===== config.mk =====
export PLATFORM = sky130hd
export DESIGN_NAME = controlador_pilha_flat
export DESIGN_NICKNAME = d
export VERILOG_FILES = /design/src/rtl/controlador_pilha_if.sv /design/src/rtl/controlador_pilha.sv /design/src/flat_wrapper.sv
export SDC_FILE = /design/constraint.sdc
export NUM_CORES = 1
export LEC_CHECK = 0
export BUFFER_PORTS_ARGS = -buffer_cell sky130_fd_sc_hd__buf_2
export CAP_MARGIN = 20
export CORE_ASPECT_RATIO = 0.5
export CORE_MARGIN = 2
export CORE_UTILIZATION = 41
export CTS_CLUSTER_DIAMETER = 200
export DETAILED_ROUTE_END_ITERATION = 10
export PLACE_DENSITY = 0.83
export SYNTH_ARGS = -nofsm -noshare
export SYNTH_HDL_FRONTEND = slang
export SYNTH_SLANG_ARGS = --single-unit

===== constraint.sdc =====
create_clock -name clk -period 1.5 [get_ports clk]
set_input_delay 0 -clock clk [delete_from_list [all_inputs] [get_ports clk]]
set_output_delay 0 -clock clk [all_outputs]
set_load 0.01 [all_outputs]

===== src/rtl/controlador_pilha_if.sv =====
// Request/response bus between the control unit (UC) and controlador_pilha.
// master = UC side, slave = controller side.
interface controlador_pilha_if #(
  parameter int LARGURA = 16
);
  logic               req_valid;
  logic               req_ready;
  logic               req_op;
  logic               req_src;
  logic [LARGURA-1:0] din_uc;
  logic [31:0]        din_ula;
  logic               resp_valid;
  logic               resp_ready;
  logic [LARGURA-1:0] resp_data;
  logic               resp_err;

  modport master (
    output req_valid, req_op, req_src, din_uc, din_ula, resp_ready,
    input  req_ready, resp_valid, resp_data, resp_err
  );

  modport slave (
    input  req_valid, req_op, req_src, din_uc, din_ula, resp_ready,
    output req_ready, resp_valid, resp_data, resp_err
  );
endinterface


===== src/rtl/controlador_pilha.sv =====
// controlador_pilha: request-side controller for the hardware stack.
// Accepts push/pop requests, drives one-cycle stack strobes, tracks occupancy
// and returns popped words (or an underflow marker) to the UC.
// Optional build macro PILHA_SATURA_ULA_EN: ULA push word is saturated
// signed 32->LARGURA bits instead of being truncated.
module controlador_pilha #(
  parameter int PROFUNDIDADE = 16,
  parameter int LARGURA      = 16,
  parameter int CW           = $clog2(PROFUNDIDADE + 1)
) (
  input  logic               clk,
  input  logic               rst,
  controlador_pilha_if.slave s,
  output logic               stk_push,
  output logic               stk_pop,
  output logic               stk_sel,
  output logic [LARGURA-1:0] stk_din,
  input  logic [LARGURA-1:0] stk_dout,
  output logic [CW-1:0]      contagem,
  output logic               vazia,
  output logic               cheia,
  output logic               err_overflow,
  output logic               err_underflow
);

  typedef enum logic [2:0] {
    OCIOSO     = 3'd0,
    EMPILHA    = 3'd1,
    DESEMPILHA = 3'd2,
    ESPERA     = 3'd3,
    RESPOSTA   = 3'd4,
    ERRO_OVF   = 3'd5,
    ERRO_UNF   = 3'd6
  } estado_t;

  localparam logic [CW-1:0] PROF_C = CW'(PROFUNDIDADE);
  localparam logic [CW-1:0] UM_C   = CW'(1);
  localparam logic [CW-1:0] ZERO_C = {CW{1'b0}};

  estado_t            r_estado;
  estado_t            w_prox;
  logic [CW-1:0]      r_contagem;
  logic [CW-1:0]      w_cont_prox;
  logic               r_req_ready;
  logic               r_resp_valid;
  logic [LARGURA-1:0] r_resp_data;
  logic               r_resp_err;
  logic               r_stk_push;
  logic               r_stk_pop;
  logic               r_stk_sel;
  logic [LARGURA-1:0] r_stk_din;
  logic               r_err_ovf;
  logic               r_err_unf;
  logic               w_aceita;
  logic [LARGURA-1:0] w_palavra_ula;
  logic [LARGURA-1:0] w_palavra;

`ifdef PILHA_SATURA_ULA_EN
  // Signed saturation: in range only when all bits above the target sign bit
  // replicate the 32-bit sign.
  function automatic logic [LARGURA-1:0] f_satura_ula(input logic [31:0] d);
    logic [32-LARGURA:0] topo;
    topo = d[31:LARGURA-1];
    if (topo == {(33-LARGURA){d[31]}}) begin
      return d[LARGURA-1:0];
    end else if (d[31]) begin
      return {1'b1, {(LARGURA-1){1'b0}}};
    end else begin
      return {1'b0, {(LARGURA-1){1'b1}}};
    end
  endfunction

  assign w_palavra_ula = f_satura_ula(s.din_ula);
`else
  logic w_unused_ula;
  assign w_palavra_ula = s.din_ula[LARGURA-1:0];
  assign w_unused_ula  = ^s.din_ula[31:LARGURA];
`endif

  assign w_aceita  = s.req_valid & r_req_ready & (r_estado == OCIOSO);
  assign w_palavra = s.req_src ? w_palavra_ula : s.din_uc;

  // State register of the request FSM.
  always_ff @(posedge clk or negedge rst) begin
    if (!rst) begin
      r_estado <= OCIOSO;
    end else begin
      r_estado <= w_prox;
    end
  end

  // Next state and next occupancy; occupancy only moves on a legal push/pop.
  always_comb begin
    w_prox      = r_estado;
    w_cont_prox = r_contagem;
    case (r_estado)
      OCIOSO: begin
        if (w_aceita) begin
          if (!s.req_op) begin
            if (r_contagem < PROF_C) begin
              w_prox      = EMPILHA;
              w_cont_prox = r_contagem + UM_C;
            end else begin
              w_prox = ERRO_OVF;
            end
          end else begin
            if (r_contagem != ZERO_C) begin
              w_prox      = DESEMPILHA;
              w_cont_prox = r_contagem - UM_C;
            end else begin
              w_prox = ERRO_UNF;
            end
          end
        end else begin
          w_prox = OCIOSO;
        end
      end
      EMPILHA:    w_prox = OCIOSO;
      DESEMPILHA: w_prox = ESPERA;
      ESPERA:     w_prox = RESPOSTA;
      RESPOSTA: begin
        if (r_resp_valid && s.resp_ready) begin
          w_prox = OCIOSO;
        end else begin
          w_prox = RESPOSTA;
        end
      end
      ERRO_OVF:   w_prox = OCIOSO;
      ERRO_UNF:   w_prox = RESPOSTA;
      default: begin
        w_prox      = OCIOSO;
        w_cont_prox = r_contagem;
      end
    endcase
  end

  // Registered outputs, decoded from the state being entered so every strobe
  // is aligned with the cycle spent in that state.
  always_ff @(posedge clk or negedge rst) begin
    if (!rst) begin
      r_contagem   <= ZERO_C;
      r_req_ready  <= 1'b0;
      r_resp_valid <= 1'b0;
      r_resp_data  <= {LARGURA{1'b0}};
      r_resp_err   <= 1'b0;
      r_stk_push   <= 1'b0;
      r_stk_pop    <= 1'b0;
      r_stk_sel    <= 1'b0;
      r_stk_din    <= {LARGURA{1'b0}};
      r_err_ovf    <= 1'b0;
      r_err_unf    <= 1'b0;
    end else begin
      r_contagem   <= w_cont_prox;
      r_req_ready  <= (w_prox == OCIOSO);
      r_resp_valid <= (w_prox == RESPOSTA);
      r_stk_push   <= (w_prox == EMPILHA);
      r_stk_pop    <= (w_prox == DESEMPILHA);
      r_err_ovf    <= (w_prox == ERRO_OVF);
      r_err_unf    <= (w_prox == ERRO_UNF);
      if (w_aceita) begin
        r_stk_sel <= s.req_src;
        r_stk_din <= w_palavra;
      end
      // stk_dout is valid during ESPERA; an empty pop answers with zero data.
      if (r_estado == ESPERA) begin
        r_resp_data <= stk_dout;
        r_resp_err  <= 1'b0;
      end else if (r_estado == ERRO_UNF) begin
        r_resp_data <= {LARGURA{1'b0}};
        r_resp_err  <= 1'b1;
      end
    end
  end

  assign s.req_ready    = r_req_ready;
  assign s.resp_valid   = r_resp_valid;
  assign s.resp_data    = r_resp_data;
  assign s.resp_err     = r_resp_err;
  assign stk_push       = r_stk_push;
  assign stk_pop        = r_stk_pop;
  assign stk_sel        = r_stk_sel;
  assign stk_din        = r_stk_din;
  assign contagem       = r_contagem;
  assign vazia          = (r_contagem == ZERO_C);
  assign cheia          = (r_contagem == PROF_C);
  assign err_overflow   = r_err_ovf;
  assign err_underflow  = r_err_unf;

endmodule


===== src/flat_wrapper.sv =====
// flat-port wrapper written by rule: the top's interface ports become plain ports
module controlador_pilha_flat 
#(
  parameter int PROFUNDIDADE = 16,
  parameter int LARGURA      = 16,
  parameter int CW           = $clog2(PROFUNDIDADE + 1)
)
  (clk, rst, stk_push, stk_pop, stk_sel, stk_din, stk_dout, contagem, vazia, cheia, err_overflow, err_underflow, s_req_valid, s_req_op, s_req_src, s_din_uc, s_din_ula, s_resp_ready, s_req_ready, s_resp_valid, s_resp_data, s_resp_err);
  controlador_pilha_if #(.LARGURA(LARGURA)) s_i ();
  input  logic clk;
  input  logic rst;
  output logic stk_push;
  output logic stk_pop;
  output logic stk_sel;
  output logic [LARGURA-1:0] stk_din;
  input  logic [LARGURA-1:0] stk_dout;
  output logic [CW-1:0] contagem;
  output logic vazia;
  output logic cheia;
  output logic err_overflow;
  output logic err_underflow;
  input wire logic [$bits(s_i.req_valid)-1:0] s_req_valid;
  input wire logic [$bits(s_i.req_op)-1:0] s_req_op;
  input wire logic [$bits(s_i.req_src)-1:0] s_req_src;
  input wire logic [$bits(s_i.din_uc)-1:0] s_din_uc;
  input wire logic [$bits(s_i.din_ula)-1:0] s_din_ula;
  input wire logic [$bits(s_i.resp_ready)-1:0] s_resp_ready;
  output wire logic [$bits(s_i.req_ready)-1:0] s_req_ready;
  output wire logic [$bits(s_i.resp_valid)-1:0] s_resp_valid;
  output wire logic [$bits(s_i.resp_data)-1:0] s_resp_data;
  output wire logic [$bits(s_i.resp_err)-1:0] s_resp_err;
  assign s_i.req_valid = s_req_valid;
  assign s_i.req_op = s_req_op;
  assign s_i.req_src = s_req_src;
  assign s_i.din_uc = s_din_uc;
  assign s_i.din_ula = s_din_ula;
  assign s_i.resp_ready = s_resp_ready;
  assign s_req_ready = s_i.req_ready;
  assign s_resp_valid = s_i.resp_valid;
  assign s_resp_data = s_i.resp_data;
  assign s_resp_err = s_i.resp_err;
  controlador_pilha #(.PROFUNDIDADE(PROFUNDIDADE), .LARGURA(LARGURA), .CW(CW)) u_core (.clk(clk), .rst(rst), .s(s_i), .stk_push(stk_push), .stk_pop(stk_pop), .stk_sel(stk_sel), .stk_din(stk_din), .stk_dout(stk_dout), .contagem(contagem), .vazia(vazia), .cheia(cheia), .err_overflow(err_overflow), .err_underflow(err_underflow));
endmodule

# After elaboration in Yosys (flattened, before gate mapping)
# Index checks and enable logic that the tools add are counted.
op_classes:
  addsub: 2
  n_mul: 0
  n_div: 0
  n_lt_le_gt_ge: 1
  n_eq_ne: 11
  shift: 0
  muxes: 14
  bitwise: 2
  reduce_logical: 9
op_table:
  columns: ["operator", "count"]
  rows:
  - ["16-bit 2-to-1 mux", 3]
  - ["3-bit == test (second input constant)", 5]
  - ["3-bit 2-to-1 mux", 5]
  - ["5-bit 2-to-1 mux", 3]
  - ["3-bit case mux with 4 select lines", 1]
  - ["3-bit by 2-bit == test with 1-bit output (second input constant)", 3]
  - ["3-bit zero test", 2]
  - ["5-bit by 1-bit adder with 5-bit output (second input constant)", 1]
  - ["5-bit == test (second input constant)", 1]
  - ["5-bit zero test", 1]
  - ["5-bit < comparator (second input constant)", 1]
  - ["5-bit nonzero test", 1]
  - ["5-bit by 1-bit subtractor with 5-bit output (second input constant)", 1]
  - ["4-bit AND reduction", 1]
  - ["2-bit nonzero test", 2]
  - ["3-bit by 1-bit == test with 1-bit output (second input constant)", 1]
  - ["1-bit bitwise AND", 2]
  - ["1-bit 2-to-1 mux", 2]
  - ["2-bit by 1-bit != test with 1-bit output (second input constant)", 1]
  - ["2-bit OR reduction", 1]
  - ["1-bit logical AND", 1]
word_totals:
  regBits: 48
  latch_bits: 0
  ramBits: 0
  romBits: 0
  word_cells: 51
  n_memories: 0

# Logic depth before layout (Yosys ltp)
logic_depth:
  word_depth: 6
  ltp_mapped: 7
  ltp_nobuf: 6

# Least setup slack after synthesis
# OpenSTA, ideal clock, no wires.
synth_timing:
  path_kind: "flip-flop to flip-flop"
  startpoint: "reg u_core.r_contagem[0], in the netlist u_core.contagem[0]"
  endpoint: "reg u_core.r_contagem[2], in the netlist u_core.contagem[2]"
  setup_ns: 0.125
  arrival_ns: 1.519
  path_slack_ns: -0.144
  path_stages_with_launch: 5
  path_buffers: 0
  synth_period_minus_slack_ns: 1.644
  cell_sequence: "dfrtp_1 -> nor4_1 -> and2b_1 -> a211o_4 -> mux2_4"
synth_between:
  elab_chain_len: 3
synth_rtl:
  columns: ["item", "line", "rtl"]
  rows:
  - ["start: declaration", "controlador_pilha.sv:42", "logic [CW-1:0] r_contagem;"]
  - ["start signal: assignment", "controlador_pilha.sv:153", "r_contagem <= w_cont_prox;"]
  - ["5-bit by 1-bit adder with 5-bit output, or another cell as far along", "controlador_pilha.sv:102", "w_cont_prox = r_contagem + UM_C;"]
  - ["5-bit 2-to-1 mux, or another cell as far along", "controlador_pilha.sv:100", "if (r_contagem < PROF_C) begin"]
  - ["5-bit 2-to-1 mux or 4-bit AND reduction (tied branches)", null, null]
# Several ways; a longest one is shown, not always the timed one. The select of a mux whose other input is x is not followed.
# A chain may end at the register's enable or synchronous reset.

# Worst setup path in the final report
layout_timing:
  startpoint: "reg u_core.r_estado[1]"
  endpoint: "reg u_core.r_contagem[3], in the netlist u_core.contagem[3]"
layout_between:
  elab_chain_len: 3
layout_rtl:
  columns: ["item", "line", "rtl"]
  rows:
  - ["start: declaration", "controlador_pilha.sv:40", "estado_t r_estado;"]
  - ["start signal: assignment", "controlador_pilha.sv:88", "r_estado <= w_prox;"]
  - ["3-bit zero test (*)", "controlador_pilha.sv:80, controlador_pilha.sv:96", null]
  - ["1-bit bitwise AND", "controlador_pilha.sv:80", "assign w_aceita = s.req_valid & r_req_ready & (r_estado == OCIOSO);"]
  - ["4-bit AND reduction (no line) (*)", null, null]
# Mark *: on every way between the ends. The rest lies on a longest branch, timed or not.

==> flow_summary.ini <==
[outcome]
run_status = finished, violations left
violations = negative hold slack, negative setup slack

[timing]
final.setup.worst_slack_ns = -0.103
fin_crit_sh_pct = 107
tightest_slew_ns = 0.595
fmax_ghz = 0.624
skew_ns = 0.00497
fin_crit_ns = 1.60
hold_ws_ns = -0.00554
finalSetupViolations = 5
slew_headroom_pct = 60.4
rsz0062_at_grt = yes
drv_slew = 0
finalHoldViolCount = 2

[floorplanning]
die_area_um2 = 6170
initial_core_util_pct = 42.0
fp.dieH_um = 56.6
io_pins = 117
die_w_um = 109
rows = 19
core-area_um2 = 5400

[detailed_routing]
drc = 0
first_pass_iters = 4
drt-initial-drc-count = 109
viasPerCell = 5.22
vias = 2095
routed_wl_um = 5990
ant_nets = 0
wl_per_cell_um = 14.9

[placed_design]
port-buffer-count = 100
routabilityCongestion = 0.720
hpwl_um = 4210
place_ws_ns = -0.201
placed_cell_area_um2 = 2950
dp_cells = 377

[critical_path]
criticalPathCategory = reg2reg
cp-end-kind = flop
worstPathArrival_ns = 1.80
crit_path_start_kind = flop
r2r_slack_ns = -0.10
required_ns = 1.69
crit_fanout = 3

[clock_network]
clock-sinks = 48
max-clock-path-buffers = 2
insertion_delay_ns = 0.30
clkTransAtPathRegs_ns = 0.09
tritoncts = yes
cts_root_buffer = clkbuf_8
cts_buffers = 5
h-tree-depth = 2

[logic_synthesis]
synth-seq-area-share_pct = 53.0
synth_area_leaders = dfrtp_1 53%, a22o_1 13%, mux2i_1 7.5%, o21ai_0 4.2%, nand2_1 3.6%
synth_top_area_share_pct = 53.0
yosys.cell_count.top_type = dfrtp_1
synth_seq_cells = 48
synth_edf_count = 0
syn_avg_cell_area_um2 = 11.3
synth_top_area_cell = dfrtp_1
synth_cell_type_count = 33
yosysWarnings = 0
syn_inst = 200
ys_top_cells_by_count = 48 x dfrtp_1, 33 x a22o_1, 22 x nand2_1, 19 x o21ai_0, 17 x mux2i_1
synth-main-ff-cell = dfrtp_1
syn-num-nets = 274
async_reset_ff_share_pct = 100
netlist_area_um2 = 2270

[final_layout]
area_delta_synth_final_pct = 44.2
instances_no_fill = 401
n_antenna_cell = 0
num-nets-final = 402
drive_above_1_share_pct = 43.3
stdcell_area_um2 = 3270

[global_route]
grt_max_degree = 39
antenna_found_initial = 0
grt_pass1_vias = 2163
grt_pass1_wl_um = 9940
globalRouteTotalUtil_pct = 20.6
globalRoute.totalOverflow = 0

[run]
cap_viol_max_count = 0

[power_and_ir_drop]
p_leak_nw = 1.71
vdd_drop_max_mv = 0.803
totalPowerFinal_mw = 5.82
powerDensity_nw_per_um2 = 1780

[min_path]
hp-class = in2reg
registers in the layout, summed over array words and instances (netlist names):
signal,cells
u_core.contagem,5
u_core.s.resp_data,16
u_core.stk_push,1
u_core.stk_din,16
u_core.stk_pop,1
u_core.err_overflow,1
u_core.err_underflow,1
u_core.s.req_ready,1
u_core.s.resp_err,1
u_core.stk_sel,1
u_core.s.resp_valid,1
u_core.r_estado,3
kinds of logic (layout without fill, tap and decap cells):
kind of cell               Yosys count  count (layout)  synth area share, %
AOI/OAI and AO/OA                   64              64                 20.7
DFF                                 48              48                 53.0
and+or+nand+nor                     43              43                 9.61
muxes                               19              19                 8.83
buffers and inverters               18             146                 3.75
adders and majority gates            4               4                 2.54
xor gates and xnor gates             4               4                 1.55
layout by cell type (no fill, tap or decap), types with 2 or more instances in the layout:
cell type,n
xnor2_1,2
nand2b_1,2
ha_1,3
mux2_4,2
inv_1,3
nor3_1,2
buf_4,15
o21ai_0,19
a21oi_1,4
nor2_1,5
dlygate4sd3_1,16
nand2_1,21
a22o_1,33
dfrtp_2,2
buf_2,98
buf_6,6
nor2b_1,3
dfrtp_1,46
mux2i_1,17
clkbuf_8,5
where the power goes:
part / total, mW / switching [mW] / leakage [nW] / internal, mW
Sequential: 2.26 / 0.429 / 0.599 / 1.83
Clock: 0.748 / 0.432 / 0.0400 / 0.316
Combinational: 2.82 / 1.40 / 1.07 / 1.42
Total: 5.82 / 2.26 / 1.71 / 3.56
worst max-delay path: stages (launching register included):
cell and delay, ns:
dfrtp_1 0.42, nor4b_4 0.36, nand2_2 0.12, a211o_4 0.30, mux2_4 0.30
layout make-up:
type	count	area, um^2
clock buffers	5	68.8
multi-input cells	134	1030
flip-flops and latches	48	1200
repair buffers	136	851
clock inverters	2	12.5
inverters	3	11.3
fillers	423	2130
well taps	73	91.3
per-layer routing:
layer  vias to the layer above  GRT usage, %  wire length (um)
li1                        980             -                 -
met1                      1039          24.1              2430
met2                        63          37.3              3180
met3                        13          3.83               261
met4                         0          8.24               127
met5                         -             0                 0
per-stage QoR:
stage	hold WS [ns]	setup TNS (ns)	util [%]
after global placement	0.0200	-1.80	54.6
after CTS	0.000218	-0.353	59.5
after floorplan	-0.296	-0.182	-
final	-0.00554	-0.446	60.5
after detailed placement	0.0482	-3.24	54.6
after global routing	0.00733	-0.805	60.5
repair_timing:
action | in CTS | in global routing
hold buffers | 16 | 0
setup endpoints to repair | 21 | 42
gates resized for setup | 3 | 13
hold endpoints to repair | 33 | 0
buffers inserted | 1 | 0
pin swaps | 0 | 2
final timing paths:
path                                     from                    end  depth (start not counted)
setup reg to reg           u_core.r_estado[1]     u_core.contagem[3]                          4
hold / removal                    s_din_uc[1]      u_core.stk_din[1]                          3
min in group asynchronous                 rst  u_core.s.resp_data[0]                          2
setup / recovery           u_core.r_estado[1]     u_core.contagem[3]                          4
max in group asynchronous                 rst     u_core.r_estado[2]                          3
hold reg to reg            u_core.stk_din[13]     u_core.stk_din[13]                          2
Note: power is estimated with default switching activity, not from simulation.
